**src/rtl/hazard_ctrl.sv**
```systemverilog
// ============================================================================
// Module      : hazard_ctrl
// Description : Stall/bubble generation, D/E forwarding selects and mult/div
//               busy counter for the 5-stage MIPS pipeline.
//               Optional macro HAZ_PERF_EN adds a saturating stall-cycle counter.
// Revision    : 1.0 - initial release
// ============================================================================
`default_nettype none

module hazard_ctrl #(
  parameter int MULT_CYC = 5,
  parameter int DIV_CYC  = 10,
  parameter int CNT_W    = 4
) (
  input  logic       clk,
  input  logic       reset,
  input  logic [4:0] D_rs,
  input  logic [4:0] D_rt,
  input  logic [1:0] D_tuse_rs,
  input  logic [1:0] D_tuse_rt,
  input  logic       D_is_md,
  input  logic [4:0] E_rs,
  input  logic [4:0] E_rt,
  input  logic [4:0] E_wreg,
  input  logic [1:0] E_tnew,
  input  logic       E_md_start,
  input  logic       E_md_div,
  input  logic [4:0] M_wreg,
  input  logic [1:0] M_tnew,
  input  logic [4:0] W_wreg,
  output logic       stall,
  output logic       clr_ER,
  output logic [1:0] fwd_D_rs,
  output logic [1:0] fwd_D_rt,
  output logic [1:0] fwd_E_rs,
  output logic [1:0] fwd_E_rt,
`ifdef HAZ_PERF_EN
  output logic       md_busy,
  output logic [31:0] perf_stall_cnt
`else
  output logic       md_busy
`endif
);

  localparam logic [CNT_W-1:0] c_MULT_LOAD = CNT_W'(MULT_CYC);
  localparam logic [CNT_W-1:0] c_DIV_LOAD  = CNT_W'(DIV_CYC);

  logic [CNT_W-1:0] r_md_cnt;

  logic w_e_d_rs, w_m_d_rs, w_w_d_rs;
  logic w_e_d_rt, w_m_d_rt, w_w_d_rt;
  logic w_m_e_rs, w_w_e_rs, w_m_e_rt, w_w_e_rt;
  logic w_stall_rs, w_stall_rt, w_md_stall, w_stall;
  logic w_md_busy;
  logic [1:0] w_fwd_d_rs, w_fwd_d_rt, w_fwd_e_rs, w_fwd_e_rt;

  // Register $0 is hard-wired zero, so it never matches a producer.
  assign w_e_d_rs = (D_rs != 5'd0) && (E_wreg == D_rs);
  assign w_m_d_rs = (D_rs != 5'd0) && (M_wreg == D_rs);
  assign w_w_d_rs = (D_rs != 5'd0) && (W_wreg == D_rs);
  assign w_e_d_rt = (D_rt != 5'd0) && (E_wreg == D_rt);
  assign w_m_d_rt = (D_rt != 5'd0) && (M_wreg == D_rt);
  assign w_w_d_rt = (D_rt != 5'd0) && (W_wreg == D_rt);
  assign w_m_e_rs = (E_rs != 5'd0) && (M_wreg == E_rs);
  assign w_w_e_rs = (E_rs != 5'd0) && (W_wreg == E_rs);
  assign w_m_e_rt = (E_rt != 5'd0) && (M_wreg == E_rt);
  assign w_w_e_rt = (E_rt != 5'd0) && (W_wreg == E_rt);

  assign w_stall_rs = (w_e_d_rs && (E_tnew > D_tuse_rs)) ||
                      (w_m_d_rs && (M_tnew > D_tuse_rs));
  assign w_stall_rt = (w_e_d_rt && (E_tnew > D_tuse_rt)) ||
                      (w_m_d_rt && (M_tnew > D_tuse_rt));

  assign w_md_busy  = (r_md_cnt != '0);
  assign w_md_stall = D_is_md && (w_md_busy || E_md_start);
  assign w_stall    = w_stall_rs || w_stall_rt || w_md_stall;

  always_comb begin
    w_fwd_d_rs = 2'd0;
    if (w_e_d_rs && (E_tnew == 2'd0))      w_fwd_d_rs = 2'd3;
    else if (w_m_d_rs && (M_tnew == 2'd0)) w_fwd_d_rs = 2'd2;
    else if (w_w_d_rs)                     w_fwd_d_rs = 2'd1;
  end

  always_comb begin
    w_fwd_d_rt = 2'd0;
    if (w_e_d_rt && (E_tnew == 2'd0))      w_fwd_d_rt = 2'd3;
    else if (w_m_d_rt && (M_tnew == 2'd0)) w_fwd_d_rt = 2'd2;
    else if (w_w_d_rt)                     w_fwd_d_rt = 2'd1;
  end

  always_comb begin
    w_fwd_e_rs = 2'd0;
    if (w_m_e_rs && (M_tnew == 2'd0)) w_fwd_e_rs = 2'd2;
    else if (w_w_e_rs)                w_fwd_e_rs = 2'd1;
  end

  always_comb begin
    w_fwd_e_rt = 2'd0;
    if (w_m_e_rt && (M_tnew == 2'd0)) w_fwd_e_rt = 2'd2;
    else if (w_w_e_rt)                w_fwd_e_rt = 2'd1;
  end

  // Starts arriving while busy are dropped; md_stall keeps them from occurring.
  always_ff @(posedge clk or negedge reset) begin
    if (!reset) begin
      r_md_cnt <= '0;
    end else if (E_md_start && (r_md_cnt == '0)) begin
      r_md_cnt <= E_md_div ? c_DIV_LOAD : c_MULT_LOAD;
    end else if (r_md_cnt != '0) begin
      r_md_cnt <= r_md_cnt - 1'b1;
    end
  end

  // Combinational outputs are masked while reset is held low.
  assign stall    = reset & w_stall;
  assign clr_ER   = reset & w_stall;
  assign fwd_D_rs = reset ? w_fwd_d_rs : 2'd0;
  assign fwd_D_rt = reset ? w_fwd_d_rt : 2'd0;
  assign fwd_E_rs = reset ? w_fwd_e_rs : 2'd0;
  assign fwd_E_rt = reset ? w_fwd_e_rt : 2'd0;
  assign md_busy  = w_md_busy;

`ifdef HAZ_PERF_EN
  logic [31:0] r_perf_cnt;

  always_ff @(posedge clk or negedge reset) begin
    if (!reset) begin
      r_perf_cnt <= 32'd0;
    end else if (w_stall && (r_perf_cnt != 32'hFFFF_FFFF)) begin
      r_perf_cnt <= r_perf_cnt + 32'd1;
    end
  end

  assign perf_stall_cnt = r_perf_cnt;
`endif

endmodule

`default_nettype wire

```
**config.mk**
```make
export PLATFORM = sky130hd
export DESIGN_NAME = hazard_ctrl
export DESIGN_NICKNAME = d
export VERILOG_FILES = /design/src/rtl/hazard_ctrl.sv
export SDC_FILE = /design/constraint.sdc
export NUM_CORES = 1
export LEC_CHECK = 0
export CORE_MARGIN = 5
export CORE_UTILIZATION = 40
export CTS_CLUSTER_DIAMETER = 100
export CTS_CLUSTER_SIZE = 12
export DETAILED_ROUTE_END_ITERATION = 16
export PLACE_DENSITY = 0.77
export SLEW_MARGIN = 20
export SYNTH_ARGS = -nofsm -noshare
export SYNTH_HDL_FRONTEND = slang
export SYNTH_SLANG_ARGS = --single-unit
export TNS_END_PERCENT = 1
```
**constraint.sdc**
```tcl
create_clock -name clk -period 2.7 [get_ports clk]
set_clock_uncertainty 0.2 [all_clocks]
set_input_delay 0.27 -clock clk [delete_from_list [all_inputs] [get_ports clk]]
set_output_delay 0.27 -clock clk [all_outputs]
set_load 0.005 [all_outputs]
```
==> impl_metrics.prom <==
# TYPE chip_impl_metric gauge
chip_impl_metric{name="design_area",unit="um2"} 2050
chip_impl_metric{name="initial_utilization",unit="%"} 42.2
chip_impl_metric{name="switching_share",unit="%"} 39.2
chip_impl_metric{name="pwr-share-seq",unit="%"} 21.9
chip_impl_metric{name="synth_cell_type_count",unit=""} 32
chip_impl_metric{name="detailedRoute.firstIterationViolations",unit=""} 35
chip_impl_metric{name="final_nets",unit=""} 300
chip_impl_metric{name="cts.path.max_buffers",unit=""} 2
chip_impl_metric{name="antennaDiodeCount",unit=""} 0
chip_impl_metric{name="globalRoute.totalOverflow",unit=""} 0
chip_impl_metric{name="first_pass_iters",unit=""} 4
chip_impl_metric{name="internal_power",unit="uW"} 358
chip_impl_metric{name="holdWs",unit="ns"} 0.317
chip_impl_metric{name="dpl_cell_area",unit="um2"} 2010
chip_impl_metric{name="clock_latency_of_the_later_clocked_register_in_the_worst_skew_pair",unit="ns"} 0.24
chip_impl_metric{name="holdBufCountCts",unit=""} 0
chip_impl_info{name="hp-class",value="flop to flop"} 1
chip_impl_metric{name="fp.coreArea",unit="um2"} 2780
chip_impl_metric{name="timing.final.max_slew_violations",unit=""} 0
chip_impl_metric{name="max_cap_violations",unit=""} 0
chip_impl_metric{name="layout_worst_path_cycle_share",unit="%"} 99.5
chip_impl_metric{name="worst_path_largest_cell_delay",unit="ns"} 0.55
chip_impl_metric{name="die_boundary_width",unit="um"} 64.2
chip_impl_metric{name="synth-seq-cells",unit=""} 4
chip_impl_metric{name="grt_pass1_vias",unit=""} 1564
chip_impl_metric{name="gate_count_after_technology_mapping",unit=""} 153
chip_impl_metric{name="finalCriticalPeriod",unit="ns"} 2.69
chip_impl_metric{name="worst_setup_hold_path_clk_slew",unit="ns"} 0.04
chip_impl_info{name="rsz0062_at_grt",value="yes"} 1
chip_impl_metric{name="fmax",unit="MHz"} 372
chip_impl_info{name="top_regs",value="r_md_cnt x4"} 1
chip_impl_metric{name="maximum_number_of_pins_on_one_net_before_global_route_repair",unit=""} 8
chip_impl_info{name="worst_setup_path_start_kind",value="primary input"} 1
chip_impl_info{name="critPathKind",value="primary input to primary output"} 1
chip_impl_metric{name="setup_violations",unit=""} 0
chip_impl_metric{name="max_slew_margin",unit="%"} 76.9
chip_impl_metric{name="vias_per_cell",unit=""} 5.32
chip_impl_metric{name="cts_sinks",unit=""} 4
chip_impl_metric{name="die_h",unit="um"} 64.2
chip_impl_info{name="worstPathCellList",value="dlygate4sd2_1 -> or4_1 -> nor2_2 -> or4_4 -> or2_2 -> a21boi_2 -> clkdlybuf4s50_1"} 1
chip_impl_metric{name="wl",unit="um"} 4080
chip_impl_metric{name="antenna_found_initial",unit=""} 0
chip_impl_metric{name="largest_register_ffs",unit=""} 4
chip_impl_metric{name="cts_setup_buffers",unit=""} 0
chip_impl_metric{name="pwr-share-clk",unit="%"} 12.6
chip_impl_metric{name="wire_length_of_the_first_global_routing_pass",unit="um"} 6660
chip_impl_metric{name="timing.critical_path.arrival",unit="ns"} 2.22
chip_impl_metric{name="syn_avg_cell_area",unit="um2"} 7.68
chip_impl_info{name="most_frequent_standard_cell_in_the_layout_excluding_fill_and_tap_cells",value="sky130_fd_sc_hd__clkdlybuf4s50_1"} 1
chip_impl_metric{name="yosys_warnings",unit=""} 0
chip_impl_metric{name="globalRouteTotalUtil",unit="%"} 19.7
chip_impl_metric{name="via_count",unit=""} 1442
chip_impl_metric{name="drt-wirelength-per-cell",unit="um"} 15.1
chip_impl_metric{name="floorplan.rows",unit=""} 19
chip_impl_metric{name="cellLeakagePower",unit="nW"} 0.918
chip_impl_metric{name="critPathBufInv",unit=""} 2
chip_impl_metric{name="synthesis.nets",unit=""} 211
chip_impl_metric{name="floorplan.io_pins",unit=""} 59
chip_impl_metric{name="post_synth_instance_area",unit="um2"} 1170
chip_impl_metric{name="cts-htree-levels",unit=""} 1
chip_impl_metric{name="met3_usage",unit="%"} 5.95
chip_impl_info{name="slowest_stage",value="sky130_fd_sc_hd__or4_4"} 1
chip_impl_info{name="grt_busiest_layer",value="met2"} 1
chip_impl_info{name="worstSetupEndpointType",value="primary output"} 1
chip_impl_metric{name="combinationalPowerShare",unit="%"} 65.6
chip_impl_metric{name="global_route.usage.met2",unit="%"} 37.3
chip_impl_metric{name="timing.final.hold_violations",unit=""} 0
chip_impl_info{name="final_cell_mix",value="35 x sky130_fd_sc_hd__clkdlybuf4s50_1, 33 x sky130_fd_sc_hd__xnor2_1, 32 x sky130_fd_sc_hd__buf_4, 16 x sky130_fd_sc_hd__xor2_1, 14 x sky130_fd_sc_hd__inv_1"} 1
chip_impl_metric{name="hpwlAfterDp",unit="um"} 3600
chip_impl_metric{name="io_buffer_count",unit=""} 58
chip_impl_metric{name="detail-route-antenna-nets",unit=""} 0
chip_impl_info{name="cts_tree",value="built"} 1
chip_impl_metric{name="power_density",unit="nW/um2"} 288
chip_impl_metric{name="crit_required",unit="ns"} 2.23
chip_impl_metric{name="power.switching",unit="uW"} 231
chip_impl_metric{name="synth.yosys.seq_area_share",unit="%"} 8.52
chip_impl_metric{name="gp_routability_congestion",unit=""} 1.01
chip_impl_info{name="regMostFlops",value="r_md_cnt"} 1
chip_impl_metric{name="cp_max_fo",unit=""} 3
chip_impl_metric{name="tritoncts.num_buffers",unit=""} 3
chip_impl_info{name="clk_root_buffer_cell",value="sky130_fd_sc_hd__clkbuf_4"} 1
chip_impl_metric{name="worst_slew_pin_slew",unit="ns"} 0.346
chip_impl_metric{name="post-route-drc-count",unit=""} 0
chip_impl_info{name="crit_family",value="simple AND/OR/NAND/NOR gates"} 1
chip_impl_metric{name="design.die.area",unit="um2"} 4120
chip_impl_metric{name="layout-drive-gt1-share",unit="%"} 20.4
chip_impl_info{name="run_status",value="finished clean"} 1
chip_impl_metric{name="irDropWorstVdd",unit="V"} 0.000437
chip_impl_metric{name="syn_to_final_growth",unit="%"} 74.2
chip_impl_metric{name="met1_usage",unit="%"} 20.8
[worst paths after layout]
check / end / cells after the start / slack, ns / from
worst min-delay path: r_md_cnt[3] / 1 / 0.32 / r_md_cnt[3]
worst max register to register: r_md_cnt[0] / 5 / 1.24 / r_md_cnt[0]
max in group asynchronous: r_md_cnt[0] / 2 / 1.83 / reset
worst max-delay path: fwd_D_rs[1] / 7 / 0.01 / D_rs[2]
worst min register to register: r_md_cnt[3] / 1 / 0.32 / r_md_cnt[3]
min in group asynchronous: r_md_cnt[3] / 2 / 0.35 / reset
[metal layers]
layer  share of wire, %  up-vias
met5                  0        -
li1                   -      712
met2                 53       66
met1                 37      656
met4                2.0        0
met3                7.7        8
[repair_timing]
item | 4_1_cts | 5_1_grt
pin swaps | 2 | 3
endpoints found under the setup margin | 8 | 9
gates resized for setup | 19 | 17
[cell usage after synthesis]
cell type | number | share of area (%)
sky130_fd_sc_hd__ha_1 | 10 | 11
sky130_fd_sc_hd__inv_1 | 14 | 4.5
sky130_fd_sc_hd__a21boi_2 | 2 | 1.9
sky130_fd_sc_hd__o21a_1 | 1 | 0.64
sky130_fd_sc_hd__nor2_1 | 6 | 1.9
sky130_fd_sc_hd__a41oi_2 | 1 | 1.4
sky130_fd_sc_hd__or2_2 | 3 | 1.6
sky130_fd_sc_hd__a31oi_1 | 1 | 0.53
sky130_fd_sc_hd__dfrtp_1 | 4 | 8.5
sky130_fd_sc_hd__mux2i_1 | 1 | 0.85
sky130_fd_sc_hd__and3b_1 | 1 | 0.75
sky130_fd_sc_hd__or4_4 | 2 | 1.9
sky130_fd_sc_hd__o22ai_1 | 1 | 0.53
sky130_fd_sc_hd__nand3_1 | 6 | 2.6
sky130_fd_sc_hd__and2_1 | 3 | 1.6
sky130_fd_sc_hd__nand2_1 | 5 | 1.6
sky130_fd_sc_hd__clkbuf_1 | 5 | 1.6
sky130_fd_sc_hd__o21ai_0 | 5 | 2.1
sky130_fd_sc_hd__o31ai_1 | 2 | 1.3
sky130_fd_sc_hd__nor3_1 | 1 | 0.43
sky130_fd_sc_hd__a22oi_1 | 1 | 0.64
sky130_fd_sc_hd__o211ai_1 | 1 | 0.64
sky130_fd_sc_hd__nand4_1 | 3 | 1.6
sky130_fd_sc_hd__a221oi_1 | 1 | 0.75
sky130_fd_sc_hd__xnor2_1 | 33 | 25
sky130_fd_sc_hd__buf_4 | 1 | 0.64
sky130_fd_sc_hd__or4_1 | 4 | 2.6
sky130_fd_sc_hd__xor2_1 | 16 | 12
sky130_fd_sc_hd__a211o_1 | 2 | 1.5
sky130_fd_sc_hd__nand3b_1 | 1 | 0.64
sky130_fd_sc_hd__nor4_1 | 8 | 4.3
sky130_fd_sc_hd__a21oi_1 | 8 | 3.4
[cells by family after synthesis]
kind of cell / count (synthesis) / synth area share [%]
and+or+nand+nor: 43 / 21.4
DFF: 4 / 8.52
adders and majority gates: 10 / 10.6
AOI/OAI and AO/OA: 26 / 15.3
xor gates and xnor gates: 49 / 36.5
buffers and inverters: 20 / 6.71
muxes: 1 / 0.852
[per-stage QoR]
stage / utilization, % / setup WS (ns) / TNS, ns / power [mW] / std cells
2_1_floorplan: - / 0.517 / 0 / 0.326 / 153
3_3_place_gp: 72.2 / -0.295 / -1.43 / 0.498 / 268
3_5_place_dp: 72.2 / -0.348 / -1.75 / 0.520 / 268
4_1_cts: 72.2 / -0.00382 / -0.00382 / 0.585 / 271
5_1_grt: 73.6 / -0.0508 / -0.0880 / 0.642 / 271
6_report: 73.6 / 0.0147 / 0 / 0.589 / 271
[power by group through the flow]
| stage | Clock (mW) | Sequential [mW] | Combinational (mW) |
|---|---|---|---|
| after floorplan | 0 | 0.118 | 0.209 |
| after global placement | 0 | 0.122 | 0.376 |
| after detailed placement | 0 | 0.125 | 0.395 |
| after CTS | 0.0754 | 0.125 | 0.385 |
| after global routing | 0.0837 | 0.130 | 0.429 |
| final | 0.0740 | 0.129 | 0.386 |
[cell type report]
type	count	area, um2
well taps	31	38.8
flip-flops and latches	4	100
multi-input cells	129	1020
fillers	240	734
repair buffers	90	813
inverters	14	52.6
clock buffers	3	22.5
No activity file was read; power rests on OpenSTA's default activity.
